[src/rtl/lcd_write_sched.sv]
// -----------------------------------------------------------------------------
// lcd_write_sched
//   Sequences an external LCD write engine (en / data_stop / addr_en handshake,
//   one word per 4 clk) for a complete panel bring-up and frame refresh:
//   panel reset pulse, init-table walk from an external ROM (command, data,
//   delay and end entries), then MEMWR + FRAME_PIX pixel bursts on request.
//   This block owns lcd_rs / lcd_data; the engine owns LCD_CS / LCD_WR.
//
// Ports
//   clk, rst      : rising-edge clock, asynchronous active-high reset
//   start         : one-cycle pulse, accepted only in IDLE
//   rom_addr      : init ROM address (registered)
//   rom_data      : {type[1:0], payload[DW-1:0]}, valid 1 clk after rom_addr
//   frame_req     : pulse, accepted only in READY
//   pix_data      : current pixel, held by the source until pix_ack
//   pix_ack       : pulse in the clk the engine accepts a pixel word
//   eng_en        : one-cycle burst start to the engine
//   eng_stop      : current word is the last one of the burst
//   eng_addr_en   : engine accepted the current word
//   lcd_rs        : 0 = command, 1 = data
//   lcd_data      : word presented to the panel bus
//   lcd_rst_n     : panel reset pin, active-low
//   init_done     : high from the first entry into READY until rst
//   busy          : high in every state except IDLE and READY
// -----------------------------------------------------------------------------
module lcd_write_sched #(
    parameter int              DW        = 16,
    parameter int              ROM_AW    = 8,
    parameter int              RST_CYC   = 500,
    parameter int              RST_WAIT  = 6000000,
    parameter int              DLY_UNIT  = 50000,
    parameter int              FRAME_PIX = 76800,
    parameter logic [DW-1:0]   MEMWR_CMD = DW'(16'h002C)
) (
    input  logic              clk,
    input  logic              rst,
    input  logic              start,
    output logic [ROM_AW-1:0] rom_addr,
    input  logic [DW+1:0]     rom_data,
    input  logic              frame_req,
    input  logic [DW-1:0]     pix_data,
    output logic              pix_ack,
    output logic              eng_en,
    output logic              eng_stop,
    input  logic              eng_addr_en,
    output logic              lcd_rs,
    output logic [DW-1:0]     lcd_data,
    output logic              lcd_rst_n,
    output logic              init_done,
    output logic              busy
);

    localparam logic [3:0] S_IDLE   = 4'd0;
    localparam logic [3:0] S_RST_LO = 4'd1;
    localparam logic [3:0] S_RST_HI = 4'd2;
    localparam logic [3:0] S_FETCH  = 4'd3;
    localparam logic [3:0] S_WORD   = 4'd4;
    localparam logic [3:0] S_DELAY  = 4'd5;
    localparam logic [3:0] S_READY  = 4'd6;
    localparam logic [3:0] S_FCMD   = 4'd7;
    localparam logic [3:0] S_FPIX   = 4'd8;

    localparam int              PCW        = $clog2(FRAME_PIX + 1);
    localparam logic [PCW-1:0]  PIX_LAST   = PCW'(FRAME_PIX - 1);
    localparam logic [31:0]     RST_CYC_W  = 32'(RST_CYC);
    localparam logic [31:0]     RST_WAIT_W = 32'(RST_WAIT);
    localparam logic [31:0]     DLY_UNIT_W = 32'(DLY_UNIT);

    logic [3:0]        state_q, state_d;
    logic [31:0]       cnt_q, cnt_d;
    logic              fetch_ph_q, fetch_ph_d;
    logic [PCW-1:0]    pix_cnt_q, pix_cnt_d;
    logic              ld_pix_q, ld_pix_d;
    logic [ROM_AW-1:0] rom_addr_q, rom_addr_d;
    logic [DW-1:0]     lcd_data_q, lcd_data_d;
    logic              lcd_rs_q, lcd_rs_d;
    logic              eng_en_q, eng_en_d;
    logic              eng_stop_q, eng_stop_d;
    logic              lcd_rst_n_q, lcd_rst_n_d;
    logic              init_done_q, init_done_d;
    logic              busy_q, busy_d;

    logic [1:0]        rom_type_s;
    logic [DW-1:0]     rom_payload_s;
    logic [31:0]       dly_prod_s;
    logic              rom_last_s;
    logic [3:0]        adv_state_s;
    logic [ROM_AW-1:0] adv_addr_s;
    logic [PCW-1:0]    pix_nxt_s;

    assign rom_type_s    = rom_data[DW+1:DW];
    assign rom_payload_s = rom_data[DW-1:0];
    // Delay length is not overflow-checked; the table author keeps it < 2^32.
    assign dly_prod_s    = 32'(rom_payload_s) * DLY_UNIT_W;
    assign rom_last_s    = (rom_addr_q == {ROM_AW{1'b1}});
    assign pix_nxt_s     = pix_cnt_q + {{(PCW-1){1'b0}}, 1'b1};

    // Where the init walk goes after an entry completes: the top ROM entry
    // ends the table (no wrap), otherwise fetch the next address.
    always_comb begin
        if (rom_last_s) begin
            adv_state_s = S_READY;
            adv_addr_s  = rom_addr_q;
        end else begin
            adv_state_s = S_FETCH;
            adv_addr_s  = rom_addr_q + {{(ROM_AW-1){1'b0}}, 1'b1};
        end
    end

    // Next-state and next-output computation for the whole sequencer.
    always_comb begin
        state_d     = state_q;
        cnt_d       = cnt_q;
        fetch_ph_d  = 1'b0;
        pix_cnt_d   = pix_cnt_q;
        ld_pix_d    = 1'b0;
        rom_addr_d  = rom_addr_q;
        lcd_data_d  = lcd_data_q;
        lcd_rs_d    = lcd_rs_q;
        eng_en_d    = 1'b0;
        eng_stop_d  = eng_stop_q;
        lcd_rst_n_d = lcd_rst_n_q;
        case (state_q)
            S_IDLE: begin
                if (start) begin
                    state_d     = S_RST_LO;
                    cnt_d       = RST_CYC_W;
                    lcd_rst_n_d = 1'b0;
                    rom_addr_d  = '0;
                end else begin
                    state_d = S_IDLE;
                end
            end
            S_RST_LO: begin
                if (cnt_q <= 32'd1) begin
                    state_d     = S_RST_HI;
                    cnt_d       = RST_WAIT_W;
                    lcd_rst_n_d = 1'b1;
                end else begin
                    cnt_d = cnt_q - 32'd1;
                end
            end
            S_RST_HI: begin
                if (cnt_q <= 32'd1) begin
                    state_d = S_FETCH;
                end else begin
                    cnt_d = cnt_q - 32'd1;
                end
            end
            // Phase 0 lets the ROM see the address; phase 1 decodes its word.
            S_FETCH: begin
                if (!fetch_ph_q) begin
                    fetch_ph_d = 1'b1;
                end else begin
                    case (rom_type_s)
                        2'b00, 2'b01: begin
                            lcd_rs_d   = rom_type_s[0];
                            lcd_data_d = rom_payload_s;
                            eng_en_d   = 1'b1;
                            eng_stop_d = 1'b1;
                            state_d    = S_WORD;
                        end
                        2'b10: begin
                            if (dly_prod_s == 32'd0) begin
                                state_d    = adv_state_s;
                                rom_addr_d = adv_addr_s;
                            end else begin
                                state_d = S_DELAY;
                                cnt_d   = dly_prod_s;
                            end
                        end
                        default: state_d = S_READY;
                    endcase
                end
            end
            S_WORD: begin
                if (eng_addr_en) begin
                    eng_stop_d = 1'b0;
                    state_d    = adv_state_s;
                    rom_addr_d = adv_addr_s;
                end else begin
                    state_d = S_WORD;
                end
            end
            S_DELAY: begin
                if (cnt_q <= 32'd1) begin
                    state_d    = adv_state_s;
                    rom_addr_d = adv_addr_s;
                end else begin
                    cnt_d = cnt_q - 32'd1;
                end
            end
            S_READY: begin
                if (frame_req) begin
                    state_d    = S_FCMD;
                    lcd_rs_d   = 1'b0;
                    lcd_data_d = MEMWR_CMD;
                    eng_en_d   = 1'b1;
                    eng_stop_d = 1'b1;
                end else begin
                    state_d = S_READY;
                end
            end
            // The MEMWR burst is closed by this addr_en, so a new eng_en is legal.
            S_FCMD: begin
                if (eng_addr_en) begin
                    state_d    = S_FPIX;
                    lcd_rs_d   = 1'b1;
                    lcd_data_d = pix_data;
                    eng_en_d   = 1'b1;
                    pix_cnt_d  = '0;
                    eng_stop_d = (PIX_LAST == '0);
                end else begin
                    state_d = S_FCMD;
                end
            end
            // The source presents the next pixel the clk after pix_ack; it is
            // captured one clk later, well before the engine's next accept.
            S_FPIX: begin
                if (ld_pix_q) begin
                    lcd_data_d = pix_data;
                end else begin
                    lcd_data_d = lcd_data_q;
                end
                if (eng_addr_en) begin
                    if (pix_cnt_q == PIX_LAST) begin
                        state_d    = S_READY;
                        eng_stop_d = 1'b0;
                    end else begin
                        pix_cnt_d  = pix_nxt_s;
                        eng_stop_d = (pix_nxt_s == PIX_LAST);
                        ld_pix_d   = 1'b1;
                    end
                end else begin
                    state_d = S_FPIX;
                end
            end
            default: state_d = S_IDLE;
        endcase
        busy_d      = !((state_d == S_IDLE) || (state_d == S_READY));
        init_done_d = init_done_q | (state_d == S_READY);
    end

    // State and output registers; rst aborts any transaction immediately.
    always_ff @(posedge clk or posedge rst) begin
        if (rst) begin
            state_q     <= S_IDLE;
            cnt_q       <= 32'd0;
            fetch_ph_q  <= 1'b0;
            pix_cnt_q   <= '0;
            ld_pix_q    <= 1'b0;
            rom_addr_q  <= '0;
            lcd_data_q  <= '0;
            lcd_rs_q    <= 1'b0;
            eng_en_q    <= 1'b0;
            eng_stop_q  <= 1'b0;
            lcd_rst_n_q <= 1'b1;
            init_done_q <= 1'b0;
            busy_q      <= 1'b0;
        end else begin
            state_q     <= state_d;
            cnt_q       <= cnt_d;
            fetch_ph_q  <= fetch_ph_d;
            pix_cnt_q   <= pix_cnt_d;
            ld_pix_q    <= ld_pix_d;
            rom_addr_q  <= rom_addr_d;
            lcd_data_q  <= lcd_data_d;
            lcd_rs_q    <= lcd_rs_d;
            eng_en_q    <= eng_en_d;
            eng_stop_q  <= eng_stop_d;
            lcd_rst_n_q <= lcd_rst_n_d;
            init_done_q <= init_done_d;
            busy_q      <= busy_d;
        end
    end

    // pix_ack must coincide with the engine's accept, so it is decoded
    // from the registered state rather than delayed a clk.
    assign pix_ack   = (state_q == S_FPIX) && eng_addr_en;
    assign rom_addr  = rom_addr_q;
    assign lcd_data  = lcd_data_q;
    assign lcd_rs    = lcd_rs_q;
    assign eng_en    = eng_en_q;
    assign eng_stop  = eng_stop_q;
    assign lcd_rst_n = lcd_rst_n_q;
    assign init_done = init_done_q;
    assign busy      = busy_q;

endmodule

[config.mk]
export PLATFORM = sky130hd
export DESIGN_NAME = lcd_write_sched
export DESIGN_NICKNAME = d
export VERILOG_FILES = /design/src/rtl/lcd_write_sched.sv
export SDC_FILE = /design/constraint.sdc
export NUM_CORES = 1
export LEC_CHECK = 0
export CORE_MARGIN = 2
export CORE_UTILIZATION = 50
export DETAILED_ROUTE_END_ITERATION = 10
export PLACE_DENSITY_LB_ADDON = 0.3
export SETUP_SLACK_MARGIN = 0.5
export SYNTH_ARGS = -nofsm -noshare
export SYNTH_HDL_FRONTEND = slang
export SYNTH_SLANG_ARGS = --single-unit
[constraint.sdc]
create_clock -name clk -period 5.3 [get_ports clk]
set_input_delay 1.06 -clock clk [delete_from_list [all_inputs] [get_ports clk]]
set_output_delay 1.06 -clock clk [all_outputs]
set_load 0.03 [all_outputs]
**Yosys cells after proc, flatten, opt, wreduce, memory -nomap -nowiden**

Cells that the tools add are included.

- Register bits: 85
- Latch bits: 0
- RAM bits: 0
- Bits in read-only memories: 0
- Input bits: 39
- Memories kept: 0

- $add $sub $neg: 3
- Multiply operators: 1
- Div/mod/pow operators: 0
- $lt $le $gt $ge: 1
- Eq/ne operators: 30
- Shift-type cells: 0
- Mux-type cells: 64
- Bitwise operators: 1
- Reductions and logical operators: 24

Operators with widths:

| operator | count |
|---|---|
| 32-bit two-way mux | 6 |
| 32-bit one-hot mux with 4 select lines | 1 |
| 16-bit two-way mux | 5 |
| 16-bit one-hot mux with 4 select lines | 1 |
| 8-bit two-way mux | 7 |
| 17-bit two-way mux | 3 |
| 4-bit two-way mux | 9 |
| 4-bit one-hot mux with 9 select lines | 1 |
| 17-bit == test, second input constant | 2 |
| 17-bit one-hot mux with 2 select lines | 1 |
| 32-bit by 1-bit less-or-equal comparator with 1-bit output, second input constant | 1 |
| 32-bit logical NOT | 1 |
| 8-bit one-hot mux with 4 select lines | 1 |
| 32-bit by 1-bit subtractor with 32-bit output, second input constant | 1 |
| 16-bit by 12-bit multiplier with 28-bit output, second input constant | 1 |
| 2-bit != test, second input constant | 14 |
| 1-bit two-way mux | 23 |
| 4-bit by 3-bit == test with 1-bit output, second input constant | 5 |
| 6-bit AND reduction | 3 |
| 17-bit by 1-bit adder with 17-bit output, second input constant | 1 |
| 4-bit nonzero test | 4 |
| 8-bit by 1-bit adder with 8-bit output, second input constant | 1 |
| 4-bit by 2-bit == test with 1-bit output, second input constant | 2 |
| 8-bit == test, second input constant | 1 |
| 23 further kinds | 29 |

**Longest topological paths before layout**

Gate-level depths: netlist of run 1.

- Word-level depth: 9
- Gate-level depth with buffers: 22

**Worst setup path after synthesis of run 1**

OpenSTA, ideal clock, no wires.

- Kind: input port to flip-flop
- From: input port rom_data[2]
- To: register busy_q (netlist: busy)
- Setup time: 0.131 ns
- Arrival: 6.035 ns
- Data required time: 5.169 ns
- Path slack: -0.866 ns
- Stages on the path: 19
- Buffers on the path: 1
- Cell sequence: ha_1 ha_1 inv_1 fa_1 fa_1 fa_1 inv_1 ha_1 and3_1 buf_6 a31o_4 a211oi_4 a2111oi_2 or3_4 a211oi_4 and4_4 nand2_1 a31o_1 or3_1

- Longest elaborated chain between the ends: 9
- Elaborated cells between the ends (all ways): 10

RTL lines:

| item | line | text |
|---|---|---|
| from (decl) | 39 | `input logic [DW+1:0] rom_data,` |
| 16-bit by 12-bit multiplier with 28-bit output * | 94 | `assign dly_prod_s = 32'(rom_payload_s) * DLY_UNIT_W;` |
| 32-bit logical NOT * | 164 | `if (dly_prod_s == 32'd0) begin` |
| 4-bit two-way mux * | 164 |  |
| 4-bit one-hot mux with 2 select lines * | 155 | `case (rom_type_s)` |
| 4-bit two-way mux * | 152 | `if (!fetch_ph_q) begin` |
| 4-bit one-hot mux with 9 select lines * | 123 | `case (state_q)` |
| via state_d[0] | 69 | `logic [3:0] state_q, state_d;` |
| 4-bit by 3-bit == test with 1-bit output / 4-bit logical NOT (equally long branches) | 240 | `busy_d = !((state_d == S_IDLE) \|\| (state_d == S_READY));` |
| 1-bit logical OR * | 240 |  |
| 1-bit logical NOT * | 240 |  |
| via busy_d | 81 | `logic busy_q, busy_d;` |
| to (signal assigned) | 273 | `busy_q <= busy_d;` |
| to (decl) | 81 |  |

Mark *: on every way through the listed nets, which the timed path passes. The rest lies on a longest branch.
A chain may end at the register's enable or synchronous reset.

**Final worst setup path of run 1**

- From: input port rom_data[1]
- To: register cnt_q[19]

- Longest elaborated chain between the ends: 5
- Elaborated cells between the ends (all ways): 8

RTL lines:

| item | line | text |
|---|---|---|
| 16-bit by 12-bit multiplier with 28-bit output * | 94 |  |
| parallel branches: the longest is 4 deep, another holds 32-bit logical NOT | - |  |
| to (signal assigned) | 262 | `cnt_q <= cnt_d;` |
| to (decl) | 70 | `logic [31:0] cnt_q, cnt_d;` |

Every way passes the cells marked *. The select of a mux whose other input is x is not followed.

==> key figures, run 1 <==
Place
  • GPL Wtd Cong: 0.968
  • Placed insts: about 1500
  • Port bufs: just under 70
  • Worst slack, placed: -1.41 ns
  • DP Wirelength: roughly 20000 um

Drt
  • Drt pass-1 iters: 8
  • Detailed-route via count: ~9500
  • Routed wire length: 29600 um
  • Average wire per standard cell: ~19 um
  • Drt drc: 0
  • Final antenna-violating net count: 0
  • Initial DRC count: 677
  • Vias per std cell: between 6 and 7

CTS
  • Worst-path clk slew: ~0.07 ns
  • Hold-fix buffers at CTS: 0
  • CTS tree: built
  • Clock root cell: clkbuf_16
  • Worst skew pair latency: between 0.3 and 0.4 ns
  • Clk sink count: 85
  • Clk buf depth: 2
  • CTS Buf Count: 9
  • H-Tree Level Count: 3

Die
  • I/O Pins: 70
  • Die ar.: 0.0191 mm^2
  • # rows: 49
  • Die height: 138 um
  • Chip Width: 138 um
  • Core area: 0.0178 mm^2
  • Starting Density: 50.5%

STA
  • Final hold viol count: 0
  • Final min period: 6.00 ns
  • Fin crit share: 113%
  • Final Max Slew Viols: 0
  • RSZ-0062 raised after global routing: yes
  • Fmax: about 170 MHz
  • Setup TNS: -24.05 ns
  • Worst-Margin Slew: about 1.2 ns
  • Slew headroom: between 15 and 20%
  • Post-route setup slack: -0.697 ns
  • Fin Clk Skew: 0.00838 ns
  • Setup violations, final: 45

Critical path
  • Slowest stage delay, CP: roughly 0.55 ns
  • CP max stage cell: fa_1
  • CP endpoint kind: register
  • Worst setup SP type: input pin
  • Worst R2R End: cnt_q[31]
  • CP Data Required Time: approximately 5.6 ns
  • RR Startpoint: cnt_q[13]
  • R2r setup slk: between 1.5 and 2 ns
  • Reg2Reg Depth: 10
  • WP data arrival: 6.26 ns
  • Crit Path Class: input pin to register
  • Crit-path max FO: 6
  • Cell chain of the critical path: buf_6 > buf_8 > ha_4 > ha_4 > inv_2 > fa_1 > fa_1 > fa_1 > inv_2 > ha_4 > buf_4 > a21o_4 > a211o_4 > a221oi_4 > nand3b_4 > a2111oi_4 > nand4_1 > o21ai_4 > buf_6 > buf_12 > buf_16 > o21ai_2 > o21ai_1

GRT
  • Gr ovfl total: 0
  • GRT Overall Usage: between 20% and 30%
  • Largest net degree at the start of global routing: between 40 and 50
  • First-pass GRT wire length: 46700 um
  • Vias in the first global route: 9344
  • Antenna violations before repair: 0

Hold path
  • Worst hold path class: register to register
  • Worst Min Path Start: init_done
  • Min-Delay Endpoint: init_done
  • Worst hold stages: 1

Synthesis
  • Count leader, synth: inv_1
  • Yosys reg bits: 85
  • Mapped Cells: between 1000 and 1500
  • Post-synthesis sequential area ratio: between 20% and 30%
  • Post-Syn Area: around 0.0090 mm^2
  • Post-synthesis async set-or-reset flop share: 100%
  • Library cells used by synthesis: between 70 and 80
  • Syn nets: roughly 1300
  • Post-synth top cells: 114 x inv_1, 110 x o21ai_0, 107 x ha_1
  • Post-synth EDFFs: 0
  • Post-synth top area share: a little under a quarter
  • Synthesized area per cell: 8.31 um^2
  • Post-synth top flop: dfrtp_1
  • Leading cell types by total area after synthesis: dfrtp_1 23%, ha_1 15%, fa_1 9.8%, o21ai_0 6.1%, inv_1 4.8%
  • Post-synth top area cell: dfrtp_1
  • Ys Warns: 0

Cells and area
  • Number of inserted diodes: 0
  • Area delta synth->final: 42.9%
  • NumNets Final: roughly 1500
  • Fin util: between 70% and 80%
  • Ratio of cells with drive above 1 in the final layout: between 20 and 30%
  • Filler instances: approximately 1300
  • Final std cells w/o fill: 1548

Status
  • Status: finished with violations
  • Failing checks: setup timing

Power and ir drop
  • Lkg Pwr: about 5.8 nW
  • VDD IR max: 0.392 mV
  • Total power: around 8.5 mW
  • PwrDens: 664 mW/mm^2

Run
  • Max_cap viols: 0
## critical path, delay by kind of cell
family	cells	cell delay, ns
buf+inv	8	0.87
fa+ha+maj	6	2.14
compound gates	7	1.80
simple gates	2	0.36
## layer usage
layer | track usage (%) | share of wire [%] | up-vias
met5 | 0 | 0 | -
met4 | 11.0 | 3.4 | 0
met2 | 50.3 | 49 | 434
met3 | 3.74 | 5.9 | 102
met1 | 38.5 | 41 | 4604
li1 | - | - | 4352
## worst max-delay path by stage
| stage | startpoint | endpoint | slack (ns) | depth (start not counted) |
|---|---|---|---|---|
| after floorplan | rom_data[2] | busy | -0.44 | 19 |
| after global placement | rom_data[6] | busy | -1.25 | 20 |
| after detailed placement | rom_data[3] | cnt_q[10] | -1.41 | 20 |
| after CTS | rom_data[1] | busy | -0.51 | 20 |
| after global routing | rom_data[7] | cnt_q[19] | -0.78 | 22 |
| final | rom_data[1] | cnt_q[19] | -0.70 | 23 |
## what timing repair did
item / in CTS / in global routing
resized for setup: 175 / 88
setup endpoints to repair: 45 / 45
buffers inserted: 17 / 6
pin swaps: 51 / 60
cloned: 5 / 3
## flip-flops by register name (all words and copies together) (netlist names)
name        flops
busy            1
eng_en          1
lcd_rs          1
fetch_ph_q      1
lcd_rst_n       1
ld_pix_q        1
eng_stop        1
lcd_data       16
pix_cnt_q      17
cnt_q          32
state_q         4
rom_addr        8
init_done       1
## cell type report
class	instances	area [um^2]	share of cell area [%]
clock buffers	11	243	1.89
clock inverters	5	60.1	0.468
inverters	115	435	3.39
multi-input cells	837	7280	56.7
flip-flops and latches	85	2130	16.6
well taps	229	287	2.23
repair buffers	266	2410	18.7
## logic make-up after synthesis
kind of cell | synth area share (%)
compound gates | 23.7
buf+inv | 6.84
fa+ha+maj | 24.7
xor+xnor | 2.05
simple gates | 18.5
flops | 23.7
mux | 0.585
## metrics by stage
step	hold slack [ns]	cell area (um^2)
floorplan	0.460	9350
global placement	0.469	11400
detailed placement	0.471	11400
CTS	0.490	12400
global route	0.510	12800
finish	0.485	12800
## layout by cell type (no fill, tap or decap), drive strengths merged, types with 8 or more instances in the layout
cell type      synthesis  routed
nand4                 14      14
and4                   8       8
or3                   10      10
a22oi                 18      18
clkbuf                32      16
o21a                  10      10
o21ai                122     122
o211ai                 9       9
a21o                   9       9
nor4                  12      12
ha                   107     107
and3                  24      24
nand2b                 8       8
nand3                 24      24
o31ai                  8       8
buf                   12     206
a21oi                 73      73
xor2                  13      13
a31oi                 15      15
nand2                 68      68
fa                    44      44
nor2                  94      94
nor3                  37      37
xnor2                  8       8
a211oi                12      12
dfrtp                 84      84
inv                  114     113
clkdlybuf4s50          0      53
## where the power goes
group	total (mW)	switching, mW	leakage [nW]	internal, mW
clock network	0.665	0.285	0.146	0.380
registers	1.03	0.198	1.09	0.836
logic	6.83	3.57	4.53	3.26
total	8.53	4.06	5.76	4.47
Power figures use the tool's default switching activity.
==> run 2, diff against run 1 <==
--- a/config.mk
+++ b/config.mk
@@ -6,7 +6,7 @@
 export NUM_CORES = 1
 export LEC_CHECK = 0
 export CORE_MARGIN = 2
-export CORE_UTILIZATION = 50
+export CORE_UTILIZATION = 55
 export DETAILED_ROUTE_END_ITERATION = 10
 export PLACE_DENSITY_LB_ADDON = 0.3
 export SETUP_SLACK_MARGIN = 0.5
==> constraint.sdc (replaced) <==
create_clock -name clk -period 5.3 [get_ports clk]
set_input_delay 1.06 -clock clk [delete_from_list [all_inputs] [get_ports clk]]
set_output_delay 1.06 -clock clk [all_outputs]
set_load 0.02 [all_outputs]
==> run 2 against run 1 <==
  * The run still ends with setup timing left
  * Global-route usage is 4.2 points higher
  * Clock power is 7.4% higher
  * Register-to-register slack better by 0.17 ns
  * Setup slack better by 0.10 ns
  * Core utilization is 6.2 points higher
  * Largest cell class unchanged
  * Sequential share of layout area is 0.46 points higher
  * Clock skew hardly changed
==> key figures, run 2 (same netlist as run 1, synthesis figures left out) <==
Place
  • DP Wirelength: 19800 um (was 20200 um)
  • Worst slack, placed: -1.38 ns (was -1.41 ns)
  • GPL Wtd Cong: 0.927 (was 0.968)
  • Port bufs: 69 (unchanged)

Critical path
  • Worst setup SP type: input pin (unchanged)
  • CP endpoint kind: register (unchanged)
  • CP Data Required Time: 5.53 ns (was 5.56 ns)
  • WP data arrival: 6.13 ns (was 6.26 ns)
  • Crit-path max FO: 4 (was 6)
  • Crit Path Class: input pin to register (unchanged)

Cells and area
  • NumNets Final: 1495 (was 1504)
  • Ratio of cells with drive above 1 in the final layout: 27.0% (was 29.4%)
  • Max reg flops: 32 (unchanged)
  • Filler instances: 1062 (was 1252)
  • Number of inserted diodes: 0 (unchanged)
  • Area delta synth->final: 39.1% (was 42.9%)
  • Top reg by flops: cnt_q (unchanged)
  • Most common cell after layout, fill and taps aside: buf_4 (unchanged)
  • Most frequent cells in the layout: 171 x buf_4, 102 x inv_1, 92 x nor2_1 (was 172 x buf_4, 104 x inv_1, 91 x nor2_1)

STA
  • Final Max Slew Viols: 0 (unchanged)
  • Setup TNS: -22.14 ns (was -24.05 ns)
  • Slew headroom: 18.2% (was 17.6%)
  • RSZ-0062 raised after global routing: yes (unchanged)
  • Fin crit share: 111% (was 113%)
  • Worst-Margin Slew: 1.22 ns (was 1.23 ns)
  • Setup violations, final: 45 (unchanged)
  • Fin Clk Skew: 0.00826 ns (was 0.00838 ns)
  • Final hold viol count: 0 (unchanged)
  • Post-route setup slack: -0.592 ns (was -0.697 ns)
  • Fmax: 170 MHz (was 167 MHz)
  • Final min period: 5.89 ns (was 6.00 ns)

Power and ir drop
  • Switch Pwr: 3.96 mW (was 4.06 mW)
  • Reg power frac: 12.3% (was 12.1%)
  • Switching share of power: 47.4% (was 47.6%)
  • Internal power: 4.39 mW (was 4.47 mW)
  • Clk pwr share: 8.6% (was 7.8%)
  • Combinational power share: 79.2% (was 80.1%)
  • VDD IR max: 0.421 mV (was 0.392 mV)
  • Lkg Pwr: 5.64 nW (was 5.76 nW)
  • PwrDens: 668 mW/mm^2 (was 664 mW/mm^2)

Die
  • Die ar.: 0.0174 mm^2 (was 0.0191 mm^2)
  • Die height: 132 um (was 138 um)
  • # rows: 46 (was 49)
  • I/O Pins: 70 (unchanged)
  • Chip Width: 132 um (was 138 um)
  • Core area: 0.0159 mm^2 (was 0.0178 mm^2)
  • Starting Density: 56.4% (was 50.5%)

CTS
  • Worst-path clk slew: 0.06 ns (was 0.07 ns)
  • CTS Buf Count: 9 (unchanged)
  • Clock root cell: clkbuf_16 (unchanged)
  • Hold-fix buffers at CTS: 0 (unchanged)
  • CTS tree: built (unchanged)
  • Worst skew pair latency: 0.35 ns (about the same)
  • H-Tree Level Count: 3 (unchanged)
  • Clk sink count: 85 (unchanged)
  • Clk buf depth: 2 (unchanged)

Drt
  • Final antenna-violating net count: 0 (unchanged)
  • Routed wire length: 29800 um (was 29600 um)
  • Detailed-route via count: 9573 (was 9492)
  • Average wire per standard cell: 19.5 um (was 19.1 um)
  • Drt pass-1 iters: 5 (was 8)
  • Initial DRC count: 995 (was 677)
  • Drt drc: 0 (unchanged)
  • Vias per std cell: 6.28 (was 6.13)

Status
  • Status: finished with violations (unchanged)
  • Failing checks: setup timing (unchanged)

GRT
  • Antenna violations before repair: 0 (unchanged)
  • GRT Overall Usage: 33.6% (was 29.5%)
  • Gr ovfl total: 0 (unchanged)
  • First-pass GRT wire length: 47700 um (was 46700 um)
  • Vias in the first global route: 9412 (was 9344)
  • Largest net degree at the start of global routing: 57 (was 45)

Hold path
  • Worst hold path class: register to register (unchanged)

Run
  • Max_cap viols: 0 (unchanged)
## run 2: metrics by stage
| step | hold slack, ns | total power, mW | util [%] | std cells | cell area [um^2] |
|---|---|---|---|---|---|
| 2_1_floorplan | 0.460 | 4.33 | - | 1081 | 9350 |
| 3_3_place_gp | 0.468 | 6.24 | 70.9 | 1482 | 11300 |
| 3_5_place_dp | 0.468 | 6.38 | 70.9 | 1482 | 11300 |
| 4_1_cts | 0.491 | 7.75 | 76.5 | 1519 | 12200 |
| 5_1_grt | 0.530 | 8.87 | 78.4 | 1525 | 12500 |
| 6_report | 0.494 | 8.34 | 78.4 | 1525 | 12500 |
## run 2: power by group through the flow
stage / combinational (mW) / clock, mW / sequential [mW]
2_1_floorplan: 3.28 / 0 / 1.05
3_3_place_gp: 5.23 / 0 / 1.01
3_5_place_dp: 5.37 / 0 / 1.02
4_1_cts: 6.02 / 0.714 / 1.01
5_1_grt: 7.08 / 0.745 / 1.05
6_report: 6.61 / 0.714 / 1.02
## run 2: timing repair
action | CTS | global route
buffers inserted | 21 | 3
gates cloned | 1 | 3
setup endpoints to repair | 45 | 45
resized for setup | 158 | 58
pin swaps | 46 | 38
## run 2: final cells by class
class                           instances  area [um^2]  share of cell area [%]
Clock inverter                          5         83.8                   0.671
Clock buffer                           10          239                    1.91
Tap cell                              216          270                    2.16
Multi-Input combinational cell        837         7130                    57.0
Sequential cell                        85         2130                    17.0
Timing Repair Buffer                  257         2210                    17.7
Inverter                              115          438                    3.50
## run 2: final timing paths
path / start / to / slack (ns) / cells after the start
worst min register to register: init_done / init_done / 0.49 / 1
worst min-delay path: init_done / init_done / 0.49 / 1
max in group asynchronous: rst / cnt_q[19] / 3.11 / 3
worst max register to register: cnt_q[12] / cnt_q[25] / 1.79 / 10
min in group asynchronous: rst / pix_cnt_q[2] / 1.22 / 2
worst max-delay path: rom_data[9] / busy / -0.59 / 21
## run 2: worst max-delay path, stage by stage
cell       delay (ns)
buf_12           0.11
ha_4             0.24
ha_4             0.27
inv_4            0.04
fa_1             0.47
fa_1             0.52
fa_1             0.56
inv_2            0.06
ha_4             0.22
and3_4           0.15
a31o_4           0.23
buf_12           0.12
a211oi_4         0.29
a2111oi_4        0.12
or3_4            0.44
a211oi_4         0.28
buf_4            0.16
nand4b_1         0.11
o21ai_2          0.18
xnor2_1          0.10
or3_1            0.37
## run 2: metal layers
metal | share of wire [%] | track usage, % | vias up
li1 | - | - | 4334
met1 | 39 | 42.0 | 4591
met2 | 49 | 58.6 | 519
met3 | 6.7 | 5.00 | 129
met4 | 5.0 | 13.4 | 0
met5 | 0 | 0 | -
==> run 3, diff against run 2 <==
--- a/config.mk
+++ b/config.mk
@@ -6,7 +6,7 @@
 export NUM_CORES = 1
 export LEC_CHECK = 0
 export CORE_MARGIN = 2
-export CORE_UTILIZATION = 55
+export CORE_UTILIZATION = 60
 export DETAILED_ROUTE_END_ITERATION = 10
 export PLACE_DENSITY_LB_ADDON = 0.3
 export SETUP_SLACK_MARGIN = 0.5
==> run 3 against run 2 <==
  * The flow still finishes with violations (setup timing)
  * Die area decreased by 8.1%
  * Sequential power about the same
  * Sequential cell count unchanged
  * Setup slack got worse by 0.13 ns
  * Sequential share of layout area decreased by 0.21 points
  * First-iteration DRC count increased by 52%
  * Critical path type unchanged
  * Largest cell class unchanged
  * Largest power group unchanged
  * Highest routed layer unchanged
==> key figures, run 3 (same netlist as run 1, synthesis figures left out) <==
Status
  • Status: finished with violations (unchanged)
  • Failing checks: setup timing (unchanged)

Power and ir drop
  • Switching share of power: 48.9% (was 47.4%)
  • Lkg Pwr: 5.69 nW (was 5.64 nW)
  • PwrDens: 696 mW/mm^2 (was 668 mW/mm^2)
  • Clk pwr share: 7.4% (was 8.6%)
  • Combinational power share: 80.7% (was 79.2%)
  • VDD IR max: 0.378 mV (was 0.421 mV)
  • Total power: 8.80 mW (was 8.34 mW)
  • Reg power frac: 11.9% (was 12.3%)
  • Switch Pwr: 4.31 mW (was 3.96 mW)
  • Internal power: 4.50 mW (was 4.39 mW)

GRT
  • GRT Overall Usage: 41.4% (was 33.6%)
  • First-pass GRT wire length: 52600 um (was 47700 um)
  • Gr ovfl total: 0 (unchanged)
  • Vias in the first global route: 10300 (was 9412)
  • Antenna violations before repair: 0 (unchanged)
  • Largest net degree at the start of global routing: 49 (was 57)

STA
  • Fin Clk Skew: 0.0133 ns (was 0.00826 ns)
  • Post-route setup slack: -0.727 ns (was -0.592 ns)
  • Fmax: 166 MHz (was 170 MHz)
  • Final min period: 6.03 ns (was 5.89 ns)
  • Final Max Slew Viols: 0 (unchanged)
  • Setup violations, final: 45 (unchanged)
  • Fin crit share: 114% (was 111%)
  • Worst-Margin Slew: 1.28 ns (was 1.22 ns)
  • RSZ-0062 raised after global routing: yes (unchanged)
  • Slew headroom: 14.1% (was 18.2%)
  • Final hold viol count: 0 (unchanged)

CTS
  • Clock root cell: clkbuf_16 (unchanged)
  • CTS Buf Count: 9 (unchanged)
  • Clk buf depth: 2 (unchanged)
  • CTS tree: built (unchanged)
  • Worst-path clk slew: 0.07 ns (was 0.06 ns)
  • Worst skew pair latency: 0.36 ns (was 0.35 ns)
  • Hold-fix buffers at CTS: 0 (unchanged)
  • Clk sink count: 85 (unchanged)
  • H-Tree Level Count: 3 (unchanged)

Critical path
  • R2r setup slk: 1.59 ns (was 1.79 ns)
  • Crit Path Class: input pin to register (unchanged)
  • Slowest stage delay, CP: 0.56 ns (about the same)
  • Worst R2R End: cnt_q[25] (unchanged)
  • Reg2Reg Depth: 10 (unchanged)
  • Worst setup SP type: input pin (unchanged)
  • Crit path buf inv count: 6 (was 5)
  • CP Data Required Time: 5.58 ns (was 5.53 ns)
  • Cell chain of the critical path: buf_4 > ha_4 > ha_4 > inv_1 > fa_1 > fa_1 > fa_1 > inv_1 > ha_4 > and3_4 > a31o_4 > a211o_4 > a221oi_4 > nand3b_4 > a2111oi_4 > nand4_1 > o21ai_2 > buf_6 > buf_6 > buf_12 > a21oi_2 > o22ai_1 (was buf_12 > ha_4 > ha_4 > inv_4 > fa_1 > fa_1 > fa_1 > inv_2 > ha_4 > and3_4 > a31o_4 > buf_12 > a211oi_4 > a2111oi_4 > or3_4 > a211oi_4 > buf_4 > nand4b_1 > o21ai_2 > xnor2_1 > or3_1)
  • CP max stage cell: fa_1 (unchanged)
  • Crit path max-delay family: adder cells (unchanged)
  • WP data arrival: 6.30 ns (was 6.13 ns)
  • RR Startpoint: cnt_q[12] (unchanged)
  • CP endpoint kind: register (unchanged)
  • Critical path startpoint: rom_data[5] (was rom_data[9])
  • Crit-path max FO: 8 (was 4)

Place
  • Worst slack, placed: -1.42 ns (was -1.38 ns)
  • Port bufs: 69 (unchanged)
  • Placed Instance Area: 0.0112 mm^2 (was 0.0113 mm^2)
  • Placed insts: 1446 (was 1482)
  • GPL Wtd Cong: 1.00 (was 0.927)
  • DP Wirelength: 20600 um (was 19800 um)

Hold path
  • Worst Min Path Start: init_done (unchanged)
  • Worst hold path class: register to register (unchanged)
  • Worst hold stages: 1 (unchanged)
  • Min-Delay Endpoint: init_done (unchanged)

Drt
  • Drt pass-1 iters: 5 (unchanged)
  • Average wire per standard cell: 23.7 um (was 19.5 um)
  • Detailed-route via count: 10300 (was 9573)
  • Initial DRC count: 1515 (was 995)
  • Vias per std cell: 6.90 (was 6.28)
  • Drt drc: 0 (unchanged)
  • Routed wire length: 35600 um (was 29800 um)
  • Final antenna-violating net count: 0 (unchanged)

Die
  • Die height: 126 um (was 132 um)
  • # rows: 44 (was 46)
  • Core area: 0.0146 mm^2 (was 0.0159 mm^2)
  • I/O Pins: 70 (unchanged)
  • Chip Width: 126 um (was 132 um)
  • Die ar.: 0.0160 mm^2 (was 0.0174 mm^2)
  • Starting Density: 61.6% (was 56.4%)

Cells and area
  • Area delta synth->final: 40.8% (was 39.1%)
  • NumNets Final: 1498 (was 1495)
  • Most frequent cells in the layout: 173 x buf_4, 101 x inv_1, 91 x nor2_1 (was 171 x buf_4, 102 x inv_1, 92 x nor2_1)
  • Post-route cell area: 0.0127 mm^2 (was 0.0125 mm^2)
  • Most common cell after layout, fill and taps aside: buf_4 (unchanged)
  • Ratio of cells with drive above 1 in the final layout: 29.6% (was 27.0%)
  • Final std cells w/o fill: 1498 (was 1525)
  • Filler instances: 668 (was 1062)
  • Top reg by flops: cnt_q (unchanged)
  • Fin util: 86.7% (was 78.4%)
  • Max reg flops: 32 (unchanged)

Run
  • Max_cap viols: 0 (unchanged)
[run 3: metal layers]
layer,wire length [um],up-vias,GRT usage [%]
li1,-,4355,-
met1,12100,4810,47.3
met2,16600,862,69.9
met3,3670,311,7.68
met4,3180,0,29.1
met5,0,-,0
[run 3: worst max path at each step]
stage	to	slack, ns	cells after the start
after floorplan	busy	-0.44	19
after global placement	busy	-1.31	19
after detailed placement	busy	-1.42	20
after CTS	cnt_q[7]	-0.42	21
after global routing	cnt_q[1]	-0.83	23
final	cnt_q[16]	-0.73	22
[run 3: final cells by class]
| type | count | area (um^2) | share of cell area [%] |
|---|---|---|---|
| multi-input cells | 837 | 7240 | 57.2 |
| repair buffers | 260 | 2330 | 18.4 |
| flip-flops and latches | 85 | 2130 | 16.8 |
| inverters | 115 | 435 | 3.44 |
| clock buffers | 10 | 239 | 1.89 |
| well taps | 184 | 230 | 1.82 |
| clock inverters | 6 | 46.3 | 0.366 |
| diodes | 1 | 2.50 | 0.0198 |
[run 3: metrics by stage]
step                TNS [ns]  hold WS [ns]
floorplan             -15.19         0.460
global placement      -53.26         0.465
detailed placement    -60.16         0.467
CTS                   -15.03         0.487
global route          -31.98         0.515
finish                -27.28         0.483
[run 3: worst register-to-register path: stages (launching register included)]
cell and delay [ns]:
dfrtp_1 0.46, nor4_1 0.81, nand3_1 0.15, nor3_1 0.20, nand4_1 0.30, o21ai_0 0.33, a21o_1 0.60, buf_4 0.32
nor3_1 0.12, a22oi_1 0.23, o21ai_1 0.08
[run 3: power groups by stage]
stage	Combinational [mW]	Sequential, mW	Clock [mW]
floorplan	3.28	1.05	0
global placement	5.18	1.01	0
detailed placement	5.35	1.01	0
CTS	6.23	1.01	0.627
global route	7.51	1.06	0.663
finish	7.10	1.05	0.649
[run 3: what timing repair did]
| action | CTS | global route |
|---|---|---|
| cloned | 5 | 1 |
| resized for setup | 210 | 64 |
| endpoints found under the setup margin | 45 | 45 |
| pin swaps | 78 | 51 |
| buffers inserted | 24 | 5 |
